$ cat src/rtl/mem_arbiter_pkg.sv
// Shared definitions for the core memory arbiter: FSM states, pending-mask
// bit positions and helpers for priority selection and watchdog sizing.
package mem_arbiter_pkg;

    typedef enum logic [1:0] {
        S_IDLE  = 2'd0,
        S_ISSUE = 2'd1,
        S_DONE  = 2'd2
    } arb_state_t;

    // Pending-mask bit positions; a lower index means a higher priority.
    localparam int P_WR    = 0;
    localparam int P_DR    = 1;
    localparam int P_IR    = 2;
    localparam int NUM_REQ = 3;

    localparam int TIMER_W_DEFAULT = 8;

    typedef logic [NUM_REQ-1:0] req_mask_t;

    // Isolates the lowest set bit, i.e. the highest-priority pending request.
    function automatic req_mask_t pick_highest(input req_mask_t m);
        return m & (~m + req_mask_t'(1));
    endfunction

    function automatic int timer_width(input int timeout);
        int w;
        w = $clog2(timeout + 1);
        return (w > TIMER_W_DEFAULT) ? w : TIMER_W_DEFAULT;
    endfunction

endpackage

$ cat src/rtl/mem_arb_timer.sv
// Bus watchdog: counts ISSUE cycles without an acknowledge and flags expiry
// in the cycle the count would reach TIMEOUT. TIMEOUT = 0 disables it.
module mem_arb_timer
    import mem_arbiter_pkg::*;
#(
    parameter int TIMEOUT = 255
) (
    input  logic CLK,
    input  logic RST,
    input  logic CLEAR,
    input  logic RUN,
    output logic EXPIRE
);

    localparam int            CW   = timer_width(TIMEOUT);
    localparam logic [CW-1:0] LAST = CW'(TIMEOUT - 1);

    logic [CW-1:0] count;

    // NOTE: sequential state is assigned with <= so every flop samples the
    // pre-edge values; blocking assignments here would create ordering races.
    always_ff @(posedge CLK or posedge RST) begin
        if (RST) begin
            count <= '0;
        end else if (CLEAR) begin
            count <= '0;
        end else if (RUN) begin
            count <= count + CW'(1);
        end
    end

    // Expiry fires during the TIMEOUT-th request cycle so the abort lands
    // exactly TIMEOUT cycles after issue.
    assign EXPIRE = (TIMEOUT != 0) && RUN && (count == LAST);

endmodule

$ cat src/rtl/mem_arbiter.sv
// Serialises instruction-read, data-read and data-write requests onto one
// memory bus by fixed priority, holding the core with MEM_WAIT meanwhile.
module mem_arbiter
    import mem_arbiter_pkg::*;
#(
    parameter int TIMEOUT = 255
) (
    input  logic        CLK,
    input  logic        RST,
    input  logic        INST_RDEN,
    input  logic [31:0] INST_RIADDR,
    output logic        INST_RVALID,
    output logic [31:0] INST_ROADDR,
    output logic [31:0] INST_RDATA,
    input  logic        DATA_RDEN,
    input  logic [31:0] DATA_RIADDR,
    output logic        DATA_RVALID,
    output logic [31:0] DATA_ROADDR,
    output logic [31:0] DATA_RDATA,
    input  logic        DATA_WREN,
    input  logic [31:0] DATA_WADDR,
    input  logic [31:0] DATA_WDATA,
    output logic        MEM_WAIT,
    output logic        BUS_REQ,
    output logic        BUS_WE,
    output logic [31:0] BUS_ADDR,
    output logic [31:0] BUS_WDATA,
    input  logic        BUS_ACK,
    input  logic [31:0] BUS_RDATA,
    output logic        ARB_TIMEOUT
);

    arb_state_t  state, state_nxt;
    req_mask_t   req_mask, pending, batch, cur_sel, pending_left;
    req_mask_t   src_mask, launch_sel;
    logic        any_req, launch, xfer_done, expire, timed_out;
    logic [31:0] ir_addr_q, dr_addr_q, wr_addr_q, wr_data_q;
    logic [31:0] ir_addr_src, dr_addr_src, wr_addr_src, wr_data_src;
    logic [31:0] bus_addr_nxt;

    assign req_mask[P_WR] = DATA_WREN;
    assign req_mask[P_DR] = DATA_RDEN;
    assign req_mask[P_IR] = INST_RDEN;
    assign any_req        = |req_mask;

    assign cur_sel      = pick_highest(pending);
    assign pending_left = pending & ~cur_sel;
    assign xfer_done    = (state == S_ISSUE) && (BUS_ACK || expire);
    assign timed_out    = expire;

    mem_arb_timer #(
        .TIMEOUT (TIMEOUT)
    ) u_timer (
        .CLK    (CLK),
        .RST    (RST),
        .CLEAR  (launch),
        .RUN    ((state == S_ISSUE) && !BUS_ACK),
        .EXPIRE (expire)
    );

    // NOTE: every variable gets a default before the case so no path leaves
    // it unassigned, which would otherwise infer a latch.
    always_comb begin
        state_nxt = state;
        src_mask  = '0;
        launch    = 1'b0;
        case (state)
            S_IDLE: begin
                if (any_req) begin
                    state_nxt = S_ISSUE;
                    src_mask  = req_mask;
                    launch    = 1'b1;
                end
            end
            S_ISSUE: begin
                if (xfer_done) begin
                    if (|pending_left) begin
                        src_mask = pending_left;
                        launch   = 1'b1;
                    end else begin
                        state_nxt = S_DONE;
                    end
                end
            end
            S_DONE:  state_nxt = S_IDLE;
            default: state_nxt = S_IDLE;
        endcase
    end

    assign launch_sel = pick_highest(src_mask);

    // The first transfer of a batch issues straight from the request ports;
    // later ones use the copies latched when the batch was accepted.
    always_comb begin
        if (state == S_IDLE) begin
            ir_addr_src = INST_RIADDR;
            dr_addr_src = DATA_RIADDR;
            wr_addr_src = DATA_WADDR;
            wr_data_src = DATA_WDATA;
        end else begin
            ir_addr_src = ir_addr_q;
            dr_addr_src = dr_addr_q;
            wr_addr_src = wr_addr_q;
            wr_data_src = wr_data_q;
        end
        bus_addr_nxt = ir_addr_src;
        if (launch_sel[P_WR]) begin
            bus_addr_nxt = wr_addr_src;
        end else if (launch_sel[P_DR]) begin
            bus_addr_nxt = dr_addr_src;
        end
    end

    always_ff @(posedge CLK or posedge RST) begin
        if (RST) begin
            state     <= S_IDLE;
            pending   <= '0;
            batch     <= '0;
            ir_addr_q <= '0;
            dr_addr_q <= '0;
            wr_addr_q <= '0;
            wr_data_q <= '0;
        end else begin
            state <= state_nxt;
            if ((state == S_IDLE) && any_req) begin
                pending   <= req_mask;
                batch     <= req_mask;
                ir_addr_q <= INST_RIADDR;
                dr_addr_q <= DATA_RIADDR;
                wr_addr_q <= DATA_WADDR;
                wr_data_q <= DATA_WDATA;
            end else if (xfer_done) begin
                pending <= pending_left;
            end
        end
    end

    always_ff @(posedge CLK or posedge RST) begin
        if (RST) begin
            BUS_REQ   <= 1'b0;
            BUS_WE    <= 1'b0;
            BUS_ADDR  <= '0;
            BUS_WDATA <= '0;
        end else if (launch) begin
            BUS_REQ  <= 1'b1;
            BUS_WE   <= launch_sel[P_WR];
            BUS_ADDR <= bus_addr_nxt;
            if (launch_sel[P_WR]) begin
                BUS_WDATA <= wr_data_src;
            end
        end else if (xfer_done) begin
            BUS_REQ <= 1'b0;
            BUS_WE  <= 1'b0;
        end
    end

    // Result registers hold their value between batches; an aborted read
    // returns zero rather than whatever happened to be on BUS_RDATA.
    always_ff @(posedge CLK or posedge RST) begin
        if (RST) begin
            INST_ROADDR <= '0;
            INST_RDATA  <= '0;
            DATA_ROADDR <= '0;
            DATA_RDATA  <= '0;
            ARB_TIMEOUT <= 1'b0;
        end else begin
            if (xfer_done && cur_sel[P_IR]) begin
                INST_ROADDR <= ir_addr_q;
                INST_RDATA  <= BUS_ACK ? BUS_RDATA : '0;
            end
            if (xfer_done && cur_sel[P_DR]) begin
                DATA_ROADDR <= dr_addr_q;
                DATA_RDATA  <= BUS_ACK ? BUS_RDATA : '0;
            end
            if (timed_out) begin
                ARB_TIMEOUT <= 1'b1;
            end
        end
    end

    assign INST_RVALID = (state == S_DONE) && batch[P_IR];
    assign DATA_RVALID = (state == S_DONE) && batch[P_DR];
    assign MEM_WAIT    = ((state == S_IDLE) && any_req) || (state == S_ISSUE);

endmodule

$ cat config.mk
export PLATFORM = sky130hd
export DESIGN_NAME = mem_arbiter
export DESIGN_NICKNAME = d
export VERILOG_FILES = /design/src/rtl/mem_arbiter_pkg.sv /design/src/rtl/mem_arb_timer.sv /design/src/rtl/mem_arbiter.sv
export SDC_FILE = /design/constraint.sdc
export NUM_CORES = 1
export LEC_CHECK = 0
export BUFFER_PORTS_ARGS = -buffer_cell sky130_fd_sc_hd__buf_2
export CORE_MARGIN = 8
export CORE_UTILIZATION = 23
export CTS_CLUSTER_SIZE = 14
export DETAILED_ROUTE_END_ITERATION = 10
export GPL_ROUTABILITY_DRIVEN = 0
export HOLD_SLACK_MARGIN = 0.1
export PLACE_DENSITY = 0.51
export SYNTH_ARGS = -nofsm -noshare
export SYNTH_HDL_FRONTEND = slang
export SYNTH_SLANG_ARGS = --single-unit
$ cat constraint.sdc
create_clock -name CLK -period 7.53 [get_ports CLK]
set_input_delay 0.3765 -clock CLK [delete_from_list [all_inputs] [get_ports CLK]]
set_output_delay 0.3765 -clock CLK [all_outputs]
set_load 0.02 [all_outputs]
==> reports/metrics.json, run 1 <==
{
  "critPathArrivalTime_ps": 3500,
  "worstSetupStartpointType": "register",
  "num-nets-final": 1883,
  "count_of_nets_left_with_antenna_violations_after_detail_routing": 0,
  "cts-root-to-sink-buffers": 3,
  "timing.slew.headroom": 0.370,
  "fmax_ghz": 0.327,
  "dominantRegCellSynth": "sky130_fd_sc_hd__dfrtp_1",
  "core_region_area_um2": 52100,
  "critical_path_required_ps": 7970,
  "tns_ps": 0,
  "hold_viol_final": 0,
  "worstSetupEndpointType": "register",
  "met3_wirelength_um": 2950,
  "m1WireLength_um": 20300,
  "synth_area_per_cell_um2": 9.64,
  "timing.max_cap.violations": 0,
  "dieArea_um2": 59900,
  "final-setup-viol-count": 0,
  "synth-edff-count": 0,
  "finalNonFillerCells": 2430,
  "ios": 364,
  "gate_count_of_the_mapped_netlist": 1248,
  "power_per_cell_area_nw_per_um2": 440,
  "max_slew_violations": 0,
  "grt_first_pass_wirelength_um": 69200,
  "power.static_leakage_uw": 0.00860,
  "tritoncts_clock_tree": "done",
  "layout-drive-gt1-share": 0.278,
  "dp.cells": 2223,
  "placementRows": 84,
  "tritoncts_num_sinks": 274,
  "initial_utilization": 0.231,
  "grt.overflow.total": 0,
  "reg_to_reg_critical_path_startpoint": "u_timer.count[0]$_DFFE_PP0P_",
  "route.met2.wl_um": 20200,
  "clk_pin_slew_worst_paths_ps": 60,
  "synth.ff_latch_count": 274,
  "routed_wire_length_per_instance_um": 18.5,
  "rsz0062_at_grt": "false",
  "area_growth_pct": 41.5,
  "antenna_found_initial": 2,
  "ys_types": 48,
  "route.final.wire_length_um": 44900,
  "cts_post_setup_buffers_inserted": 0,
  "via_per_inst": 4.44,
  "detail_route.drc_violations": 0,
  "post_synth_instance_area_um2": 12000,
  "holdCritPathClass": "in2reg",
  "final.setup_skew_ps": 21.3,
  "min-delay-start": "BUS_RDATA[21]",
  "critPathCapture": "BUS_ADDR[28]$_DFFE_PP0P_",
  "h-tree-depth": 2,
  "drt_pass1_iterations": 5,
  "worst-r2r-setup-slack_ps": 4470,
  "cts_made_buffers": 35,
  "grt_start_max_net_pins": 77,
  "track_usage": 0.147,
  "detailroute.via_count": 10783,
  "startpoint": "u_timer.count[0]$_DFFE_PP0P_",
  "max-vdd-ir-drop_uv": 222,
  "design_area_um2": 17000,
  "postSynthNetCount": 1416,
  "postPlaceCellArea_um2": 14400,
  "dp_hpwl_um": 30000,
  "layout_min_cycle_time_ps": 3060,
  "critPathKind": "reg2reg",
  "topRoutingLayerUsed": "met5",
  "fin_hold_ws_ps": 147,
  "yosysWarnings": 0,
  "critPathMaxFanout": 35,
  "finalCritPeriodShare": 0.406,
  "vias_in_the_first_global_route": 11456,
  "clk_latency_ps": 540,
  "ff2ff_path_depth": 9,
  "port_buffers": 363,
  "sequential_fraction_of_the_synthesis_area": 0.570,
  "final_core_util": 0.327,
  "run_status": "completed",
  "tightestPinTransition_ps": 944,
  "async_flop_share": 1.00,
  "fp.dieH_um": 245,
  "floorplan.die.width_um": 245,
  "clk_root_buffer_cell": "sky130_fd_sc_hd__clkbuf_16",
  "crit-reg2reg-capture": "BUS_ADDR[28]$_DFFE_PP0P_",
  "drtIter0Drc": 620
}
## how the worst min path moves through the flow
| stage | end | cells past startpoint |
|---|---|---|
| 2_1_floorplan | batch[2]$_DFFE_PP0P_ | 1 |
| 3_3_place_gp | INST_RDATA[11]$_DFFE_PP0P_ | 2 |
| 3_5_place_dp | INST_RDATA[11]$_DFFE_PP0P_ | 2 |
| 4_1_cts | DATA_RDATA[21]$_DFFE_PP0P_ | 3 |
| 5_1_grt | BUS_ADDR[1]$_DFFE_PP0P_ | 3 |
| 6_report | DATA_RDATA[21]$_DFFE_PP0P_ | 3 |
## cell usage in the layout, fill, tap and decap left out, types with 3 or more instances in the layout
cell type                       instances
sky130_fd_sc_hd__buf_4                 20
sky130_fd_sc_hd__a2bb2oi_1             32
sky130_fd_sc_hd__o21ai_1               36
sky130_fd_sc_hd__o21ai_0               63
sky130_fd_sc_hd__dfrtp_1              274
sky130_fd_sc_hd__xnor2_1                3
sky130_fd_sc_hd__a21oi_1               34
sky130_fd_sc_hd__dlygate4sd3_1        143
sky130_fd_sc_hd__clkinvlp_4             4
sky130_fd_sc_hd__and3_1                 3
sky130_fd_sc_hd__nand3_1                3
sky130_fd_sc_hd__inv_6                  3
sky130_fd_sc_hd__nor2b_1                3
sky130_fd_sc_hd__clkbuf_16             36
sky130_fd_sc_hd__a22oi_1               32
sky130_fd_sc_hd__a221oi_1              32
sky130_fd_sc_hd__mux2_4                20
sky130_fd_sc_hd__inv_1                  3
sky130_fd_sc_hd__nor2_1                 9
sky130_fd_sc_hd__clkbuf_8               7
sky130_fd_sc_hd__clkinv_2              10
sky130_fd_sc_hd__nand2_1              523
sky130_fd_sc_hd__mux2_1                44
sky130_fd_sc_hd__buf_2                363
sky130_fd_sc_hd__xor2_1                 3
## synthesized netlist by cell type (all sizes together) (4+ instances only)
library cell | instances | area share
a221oi | 32 | 0.023
nand2 | 525 | 0.16
dfrtp | 274 | 0.57
clkbuf | 42 | 0.013
nor2 | 11 | 0.0036
mux2 | 64 | 0.066
a22oi | 32 | 0.020
buf | 54 | 0.026
nand3 | 4 | 0.0021
a21oi | 35 | 0.015
inv | 4 | 0.0012
a2bb2oi | 32 | 0.023
o21ai | 100 | 0.042
## per-layer routing
layer,track usage,vias up
met5,0,-
met4,0.0499,4
met3,0.0403,82
met2,0.230,353
met1,0.194,5217
li1,-,5127
## per-stage QoR
step	setup slack, ps	power, uW
after floorplan	3530	4640
after detailed placement	4220	5840
final	4470	7490
after global routing	4250	8040
after CTS	4420	7640
after global placement	4320	5770
## final cells by class
cell class	instances	area [um^2]
Antenna cell	1	2.50
Clock buffer	45	1000
Clock inverter	18	145
Fill cell	5433	35100
Inverter	4	18.8
Multi-Input combinational cell	874	4740
Sequential cell	274	6860
Tap cell	688	861
Timing Repair Buffer	526	3400
## critical path: stages, from the launching register on
cell	delay, ps
sky130_fd_sc_hd__dfrtp_1	410
sky130_fd_sc_hd__inv_1	90
sky130_fd_sc_hd__ha_1	140
sky130_fd_sc_hd__and3_1	220
sky130_fd_sc_hd__a21o_2	210
sky130_fd_sc_hd__buf_4	480
sky130_fd_sc_hd__nand2_4	170
sky130_fd_sc_hd__o21ai_4	590
sky130_fd_sc_hd__buf_4	440
sky130_fd_sc_hd__a2bb2oi_1	190
## power breakdown
| part | switching (uW) | total, uW | leakage (uW) | internal, uW |
|---|---|---|---|---|
| registers | 430 | 2560 | 0.00343 | 2130 |
| logic | 2100 | 3260 | 0.00460 | 1160 |
| clock network | 692 | 1680 | 0.000570 | 984 |
## flip-flops by register name, summed over array words and instances (netlist names)
signal,flops
ARB_TIMEOUT,1
BUS_ADDR,32
BUS_REQ,1
BUS_WDATA,32
BUS_WE,1
DATA_RDATA,32
DATA_ROADDR,32
INST_RDATA,32
INST_ROADDR,32
batch,2
dr_addr_q,32
ir_addr_q,32
pending,3
state,2
u_timer.count,8
## timing repair
action	in CTS	in global routing
endpoints found under the hold margin	177	0
hold buffers	143	0
gates resized for setup	0	0
## logic make-up (layout without fill, tap and decap cells)
family / after synthesis / in the layout / share of synthesized area
and+or+nand+nor: 562 / 562 / 0.187
DFF: 274 / 274 / 0.570
AOI/OAI and AO/OA: 238 / 238 / 0.128
buffers and inverters: 100 / 593 / 0.0402
muxes: 65 / 65 / 0.0670
xor gates and xnor gates: 6 / 6 / 0.00437
adders and majority gates: 3 / 3 / 0.00291
other: 0 / 1 / 0
(Power assumes the default switching activity.)
==> run 2: changes to the inputs <==
Settings changed: ABC_AREA from default to 1.
Clock period 7.53 ns to 2.5 ns, I/O delays scaled along.
==> run 2 against run 1 <==
Register-to-register slack worse by 3900 ps; wire length is 4.3% higher; clock power rose to 3.3 times the previous value; critical path depth shrank 2; synthesized cell count up 25%; total power grew to 3.3 times the previous value; design area increased by 10%; area after synthesis up 9.2%; clock skew down 3.2 ps; hold slack better by 6.6 ps; setup slack got worse by 4300 ps; flip-flop and latch count up 32; highest routed layer unchanged.
==> reports/metrics.json, run 2 <==
{
  "run_status": "completed",
  "switchingPower_uw": 10500,
  "post_synth_instance_area_um2": 13100,
  "final_cell_mix": "534 x sky130_fd_sc_hd__nand2_1, 363 x sky130_fd_sc_hd__buf_2, 306 x sky130_fd_sc_hd__dfrtp_1",
  "sequential_fraction_of_the_synthesis_area": 0.583,
  "drt_pass1_iterations": 5,
  "power_per_cell_area_nw_per_um2": 1300,
  "dominantRegCellSynth": "sky130_fd_sc_hd__dfrtp_1",
  "reg_to_reg_critical_path_startpoint": "u_timer.count[0]$_DFFE_PP0P_",
  "synth.ff_latch_count": 306,
  "antenna_found_initial": 6,
  "max_slew_violations": 0,
  "grt_start_max_net_pins": 129,
  "grt.overflow.total": 0,
  "track_usage": 0.140,
  "yosys.area.top_type": "sky130_fd_sc_hd__dfrtp_1",
  "ios": 364,
  "yosysWarnings": 0,
  "hold_viol_final": 0,
  "timing.max_cap.violations": 0,
  "finalCritPeriodShare": 0.919,
  "gate_count_of_the_mapped_netlist": 1561,
  "mux_cell_area_share_after_synthesis": 0,
  "clk_latency_ps": 550,
  "worstSetupEndpointType": "primary output",
  "critical_path.slowest_cell": "sky130_fd_sc_hd__dfrtp_1",
  "route.final.wire_length_um": 46800,
  "max-vdd-ir-drop_uv": 575,
  "initial_utilization": 0.233,
  "via_per_inst": 4.29,
  "ff2ff_path_depth": 13,
  "switching_share": 0.432,
  "area_fraction_in_and_or_nand_and_nor_cells_after_synthesis": 0.175,
  "design_area_um2": 18800,
  "tightestPinTransition_ps": 712,
  "synthTopCellsByCount": "534 x sky130_fd_sc_hd__nand2_1, 306 x sky130_fd_sc_hd__dfrtp_1, 271 x sky130_fd_sc_hd__o21ai_0",
  "placementRows": 87,
  "synth_area_per_cell_um2": 8.42,
  "combPwrFrac": 0.431,
  "h-tree-depth": 2,
  "routed_wire_length_per_instance_um": 16.5,
  "port_buffers": 363,
  "synth-compound-area-share": 0.160,
  "final-setup-viol-count": 0,
  "clk_pin_slew_worst_paths_ps": 50,
  "critPathMaxFanout": 66,
  "dp_hpwl_um": 32300,
  "critPathKind": "reg2out",
  "area_share_of_fa_ha_maj_cells_after_synthesis": 0.00190,
  "cts_made_buffers": 39,
  "netlist.area_leader.share": 0.583,
  "fmax_ghz": 0.435,
  "worstSetupStartpointType": "register",
  "rsz0062_at_grt": "false",
  "postPlaceCellArea_um2": 15800,
  "post_synth_main_area_contributors": "sky130_fd_sc_hd__dfrtp_1 58%, sky130_fd_sc_hd__nand2_1 15%, sky130_fd_sc_hd__o21ai_0 10%, sky130_fd_sc_hd__inv_1 4.1%, sky130_fd_sc_hd__a21oi_1 2.5%",
  "cp_cell_sequence": "nor2_4 -> inv_4 -> nor2_1 -> nor3_4 -> buf_8 -> nand2_1 -> buf_2",
  "ys_types": 27,
  "area_growth_pct": 42.8,
  "drtIter0Drc": 764,
  "layout-drive-gt1-share": 0.221,
  "clk_root_buffer_cell": "sky130_fd_sc_hd__clkbuf_16",
  "share_seq_of_total_power": 0.340,
  "tritoncts_num_sinks": 306,
  "num-nets-final": 2221,
  "largest_family_of_logic_cells_by_synthesized_area": "simple AND/OR/NAND/NOR gates",
  "detail_route.drc_violations": 0,
  "crit-reg2reg-capture": "BUS_ADDR[22]$_DFFE_PP0P_",
  "critPathArrivalTime_ps": 2170,
  "core_region_area_um2": 56500,
  "floorplan.die.width_um": 255,
  "detailroute.via_count": 12200,
  "final.setup_skew_ps": 18.1,
  "yosys.area_share.xor_xnor": 0.00466,
  "cp_slowest_stage_delay_ps": 450,
  "postSynthNetCount": 1729,
  "vias_in_the_first_global_route": 12406,
  "fin_hold_ws_ps": 154,
  "worst-r2r-setup-slack_ps": 550,
  "grt_first_pass_wirelength_um": 71700,
  "worst-path-buf-inv": 3,
  "clock_power_share": 0.228,
  "power.static_leakage_uw": 0.00944,
  "dieArea_um2": 65100,
  "tritoncts_clock_tree": "done",
  "cts_post_setup_buffers_inserted": 0,
  "async_flop_share": 1.00,
  "cts-root-to-sink-buffers": 3,
  "critical_path_required_ps": 2380,
  "layout_min_cycle_time_ps": 2300,
  "count_of_nets_left_with_antenna_violations_after_detail_routing": 0,
  "critical-path-top-delay-family": "buffers and inverters",
  "internal-power_uw": 13900,
  "holdCritPathClass": "in2async",
  "timing.slew.headroom": 0.520,
  "layout.filler_cells": 5868,
  "fp.dieH_um": 255,
  "synth-edff-count": 0,
  "synthMostInstantiatedCell": "sky130_fd_sc_hd__nand2_1",
  "final_common_cell": "sky130_fd_sc_hd__nand2_1"
}
## run 2: worst register-to-register path, stage by stage, from the launching register on
cell                      delay, ps
sky130_fd_sc_hd__dfrtp_1        390
sky130_fd_sc_hd__inv_1           90
sky130_fd_sc_hd__ha_1           140
sky130_fd_sc_hd__inv_1           50
sky130_fd_sc_hd__nor2_1         100
sky130_fd_sc_hd__nand2_1         70
sky130_fd_sc_hd__a21oi_2        130
sky130_fd_sc_hd__nand2_1         80
sky130_fd_sc_hd__nand2_1        110
sky130_fd_sc_hd__buf_4          400
sky130_fd_sc_hd__a21oi_1        150
sky130_fd_sc_hd__nand2_1         90
sky130_fd_sc_hd__nand2_1         50
sky130_fd_sc_hd__nand2_1         50
## run 2: per-layer routing
layer  GRT usage  up-vias  share of wire
met2       0.217      382           0.45
met4      0.0578        4          0.040
li1            -     5955              -
met5           0        -        0.00049
met3      0.0341      105          0.069
met1       0.185     5754           0.44
## run 2: layout make-up
type	count	area, um^2	area share
diodes	5	12.5	0.000667
clock buffers	57	1160	0.0616
clock inverters	11	118	0.00627
inverters	149	568	0.0303
multi-input cells	1003	4520	0.241
flip-flops and latches	306	7660	0.408
well taps	756	946	0.0504
repair buffers	554	3780	0.202
## run 2: cell families after synthesis
family | Yosys count
buffers and inverters | 252
flip-flops | 306
XOR/XNOR | 7
adder cells (fa/ha/maj) | 2
AO/OA/AOI/OAI | 393
AND/OR/NAND/NOR | 601
## run 2: worst max path at each step
stage | startpoint | endpoint | slack (ps) | cells after the start
2_1_floorplan | RST | ARB_TIMEOUT$_DFFE_PP0P_ | -1700 | 1
6_report | state[0]$_DFFE_PP0P_ | MEM_WAIT | 200 | 7
5_1_grt | state[0]$_DFFE_PP0P_ | MEM_WAIT | 20 | 7
3_3_place_gp | u_timer.count[0]$_DFFE_PP0P_ | BUS_ADDR[9]$_DFFE_PP0P_ | 520 | 13
4_1_cts | state[0]$_DFFE_PP0P_ | MEM_WAIT | 70 | 7
3_5_place_dp | u_timer.count[0]$_DFFE_PP0P_ | BUS_ADDR[24]$_DFFE_PP0P_ | 510 | 13
## run 2: through the flow
step	setup TNS [ps]	util	std cells	setup WS, ps	power [uW]
3_3_place_gp	0	0.280	2603	523	18700
3_5_place_dp	0	0.280	2603	514	18900
6_report	0	0.332	2841	204	24400
2_1_floorplan	-518970	-	1561	-1700	14900
4_1_cts	0	0.332	2836	73.2	24900
5_1_grt	0	0.332	2839	21.5	26500
## run 2: repair_timing
action                     4_1_cts  5_1_grt
hold buffers                   165        0
hold endpoints to repair       500        0
resized for setup                1        2
setup endpoints to repair        1        1
pin swaps                        0        0
## run 2: power groups by stage
stage                     Clock, uW  Combinational (uW)  Sequential, uW
after floorplan                   0                5140            9800
after global placement            0               10400            8340
after detailed placement          0               10500            8380
after CTS                      5790               10700            8330
after global routing           5980               11900            8580
final                          5570               10500            8310
==> run 3: changes to the inputs <==
Settings changed: PLACE_DENSITY 0.51 to 0.52, SYNTH_HIERARCHICAL from default to 1.
==> run 3 against run 2 <==
Flip-flop and latch count decreased by 32; critical endpoint unchanged; first-iteration DRC count decreased by 12%; non-clock buffer count decreased by 2; sequential share of layout area decreased by 1.2 points; combinational power about the same; area after synthesis decreased by 9.2%; total power decreased by 5.3%; design area decreased by 7.8%; sequential power decreased by 10%; clock skew decreased by 3.6 ps.
==> reports/metrics.json, run 3 <==
{
  "run_status": "completed",
  "critPathKind": "reg2out",
  "antenna_found_initial": 5,
  "clk_latency_ps": 530,
  "final.setup_skew_ps": 14.5,
  "area_growth_pct": 45.1,
  "holdCritPathClass": "in2async",
  "h-tree-depth": 2,
  "final_common_cell": "sky130_fd_sc_hd__nand2_1",
  "via_per_inst": 4.24,
  "initial_utilization": 0.233,
  "reg_to_reg_critical_path_startpoint": "state[1]$_DFFE_PP0P_",
  "max-vdd-ir-drop_uv": 634,
  "m1WireLength_um": 19700,
  "topRoutingLayerUsed": "met5",
  "placementRows": 83,
  "sequential_fraction_of_the_synthesis_area": 0.575,
  "grt.overflow.total": 0,
  "hold_viol_final": 0,
  "track_usage": 0.140,
  "detail_route.drc_violations": 0,
  "vias_in_the_first_global_route": 11087,
  "grt_first_pass_wirelength_um": 66200,
  "fmax_ghz": 0.425,
  "dominantRegCellSynth": "sky130_fd_sc_hd__dfrtp_1",
  "ys_types": 28,
  "worstSetupEndpointType": "primary output",
  "layout.filler_cells": 5393,
  "layout_min_cycle_time_ps": 2350,
  "drtIter0Drc": 669,
  "synthMostInstantiatedCell": "sky130_fd_sc_hd__nand2_1",
  "postSynthNetCount": 1599,
  "final-setup-viol-count": 0,
  "worstSetupStartpointType": "register",
  "timing.max_cap.violations": 0,
  "synth-edff-count": 0,
  "dp_hpwl_um": 29600,
  "power_per_cell_area_nw_per_um2": 1340,
  "synth_area_per_cell_um2": 8.34,
  "drt_pass1_iterations": 5,
  "met3_wirelength_um": 2850,
  "clk_pin_slew_worst_paths_ps": 60,
  "clk_root_buffer_cell": "sky130_fd_sc_hd__clkbuf_16",
  "worst-r2r-setup-slack_ps": 200,
  "startpoint": "state[0]$_DFFE_PP0P_",
  "grt_start_max_net_pins": 129,
  "tightestPinTransition_ps": 733,
  "count_of_nets_left_with_antenna_violations_after_detail_routing": 0,
  "synthTopCellsByCount": "512 x sky130_fd_sc_hd__nand2_1, 274 x sky130_fd_sc_hd__dfrtp_1, 151 x sky130_fd_sc_hd__o21ai_0",
  "fp.dieH_um": 244,
  "floorplan.die.width_um": 244,
  "core_region_area_um2": 51300,
  "max_slew_violations": 0,
  "final_cell_mix": "510 x sky130_fd_sc_hd__nand2_1, 363 x sky130_fd_sc_hd__buf_2, 274 x sky130_fd_sc_hd__dfrtp_1",
  "layout-drive-gt1-share": 0.239,
  "critical_path_required_ps": 2380,
  "detailroute.via_count": 11170,
  "yosysWarnings": 6,
  "crit-reg2reg-capture": "INST_RDATA[29]$_DFFE_PP0P_",
  "critPathArrivalTime_ps": 2230,
  "ff2ff_path_depth": 14,
  "gate_count_of_the_mapped_netlist": 1431,
  "cts_made_buffers": 34,
  "tritoncts_num_sinks": 274,
  "timing.slew.headroom": 0.511,
  "synth.ff_latch_count": 274,
  "power.static_leakage_uw": 0.00893,
  "final_core_util": 0.337,
  "route.met2.wl_um": 20600,
  "ios": 364,
  "port_buffers": 363,
  "cts-root-to-sink-buffers": 3,
  "total_power_uw": 23100,
  "route.final.wire_length_um": 44500,
  "post_synth_main_area_contributors": "sky130_fd_sc_hd__dfrtp_1 57%, sky130_fd_sc_hd__nand2_1 16%, sky130_fd_sc_hd__o21ai_0 6.3%, sky130_fd_sc_hd__o21ai_1 6.1%, sky130_fd_sc_hd__inv_1 3.6%",
  "critPathMaxFanout": 35,
  "post_synth_instance_area_um2": 11900,
  "routed_wire_length_per_instance_um": 16.9,
  "critPathCapture": "MEM_WAIT",
  "num-nets-final": 2097,
  "finalCritPeriodShare": 0.941,
  "yosys.area.top_type": "sky130_fd_sc_hd__dfrtp_1",
  "async_flop_share": 1.00,
  "tritoncts_clock_tree": "done",
  "netlist.area_leader.share": 0.575,
  "dieArea_um2": 59400
}
## run 3: cell families after synthesis
family / share of synthesized area
AOI/OAI and AO/OA: 0.141
and+or+nand+nor: 0.200
buffers and inverters: 0.0819
DFF: 0.575
adders and majority gates: 0.00210
## run 3: per-layer routing
layer / GRT usage / up-vias
met4: 0.0515 / 4
met5: 0 / -
met2: 0.221 / 332
met1: 0.181 / 5250
li1: - / 5506
met3: 0.0392 / 78
## run 3: how the worst min path moves through the flow
stage	slack, ps	end	cells past startpoint	from
after global routing	200	u_timer/count[4]$_DFFE_PP0P_	3	RST
after detailed placement	170	u_timer/count[2]$_DFFE_PP0P_	2	RST
after CTS	150	u_timer/count[5]$_DFFE_PP0P_	3	RST
final	170	u_timer/count[2]$_DFFE_PP0P_	3	RST
after global placement	170	u_timer/count[2]$_DFFE_PP0P_	2	RST
after floorplan	-60	u_timer/count[0]$_DFFE_PP0P_	1	RST
## run 3: power by group
group / internal [uW] / switching [uW]
clock network: 3150 / 1960
registers: 6440 / 993
logic: 3330 / 7250
## run 3: what timing repair did
action / CTS / global route
endpoints found under the setup margin: 1 / 109
hold buffers: 165 / 0
pin swaps: 0 / 2
gates cloned: 1 / 2
hold endpoints to repair: 379 / 0
setup buffers: 0 / 1
resized for setup: 1 / 7
## run 3: final cells by class
class | instances | area [um^2] | area share
sequential | 274 | 6860 | 0.396
timing repair buffer | 552 | 3830 | 0.221
tap | 680 | 851 | 0.0492
inverter | 121 | 460 | 0.0266
antenna | 3 | 7.51 | 0.000434
clock inverter | 8 | 96.3 | 0.00557
multi-input combinational | 946 | 4140 | 0.239
clock buffer | 50 | 1060 | 0.0615
## run 3: through the flow
| stage | setup WS, ps | std cells | setup TNS (ps) | hold slack, ps | cell area (um^2) |
|---|---|---|---|---|---|
| after global routing | -9.90 | 2633 | -12.9 | 195 | 17300 |
| after CTS | 47.5 | 2628 | 0 | 154 | 17200 |
| final | 149 | 2634 | 0 | 174 | 17300 |
| after detailed placement | 94.5 | 2404 | 0 | 167 | 14400 |
| after global placement | 190 | 2404 | 0 | 171 | 14400 |
| after floorplan | -1140 | 1431 | -302310 | -59.3 | 11900 |
## run 3: critical path, cell delays in order (launching register included)
cell                      delay [ps]
sky130_fd_sc_hd__dfrtp_1         390
sky130_fd_sc_hd__buf_4           160
sky130_fd_sc_hd__nor2_4          250
sky130_fd_sc_hd__nand2_1         180
sky130_fd_sc_hd__nand2_4         180
sky130_fd_sc_hd__buf_16          220
sky130_fd_sc_hd__inv_4            60
sky130_fd_sc_hd__nand2_1          80
sky130_fd_sc_hd__buf_2           180
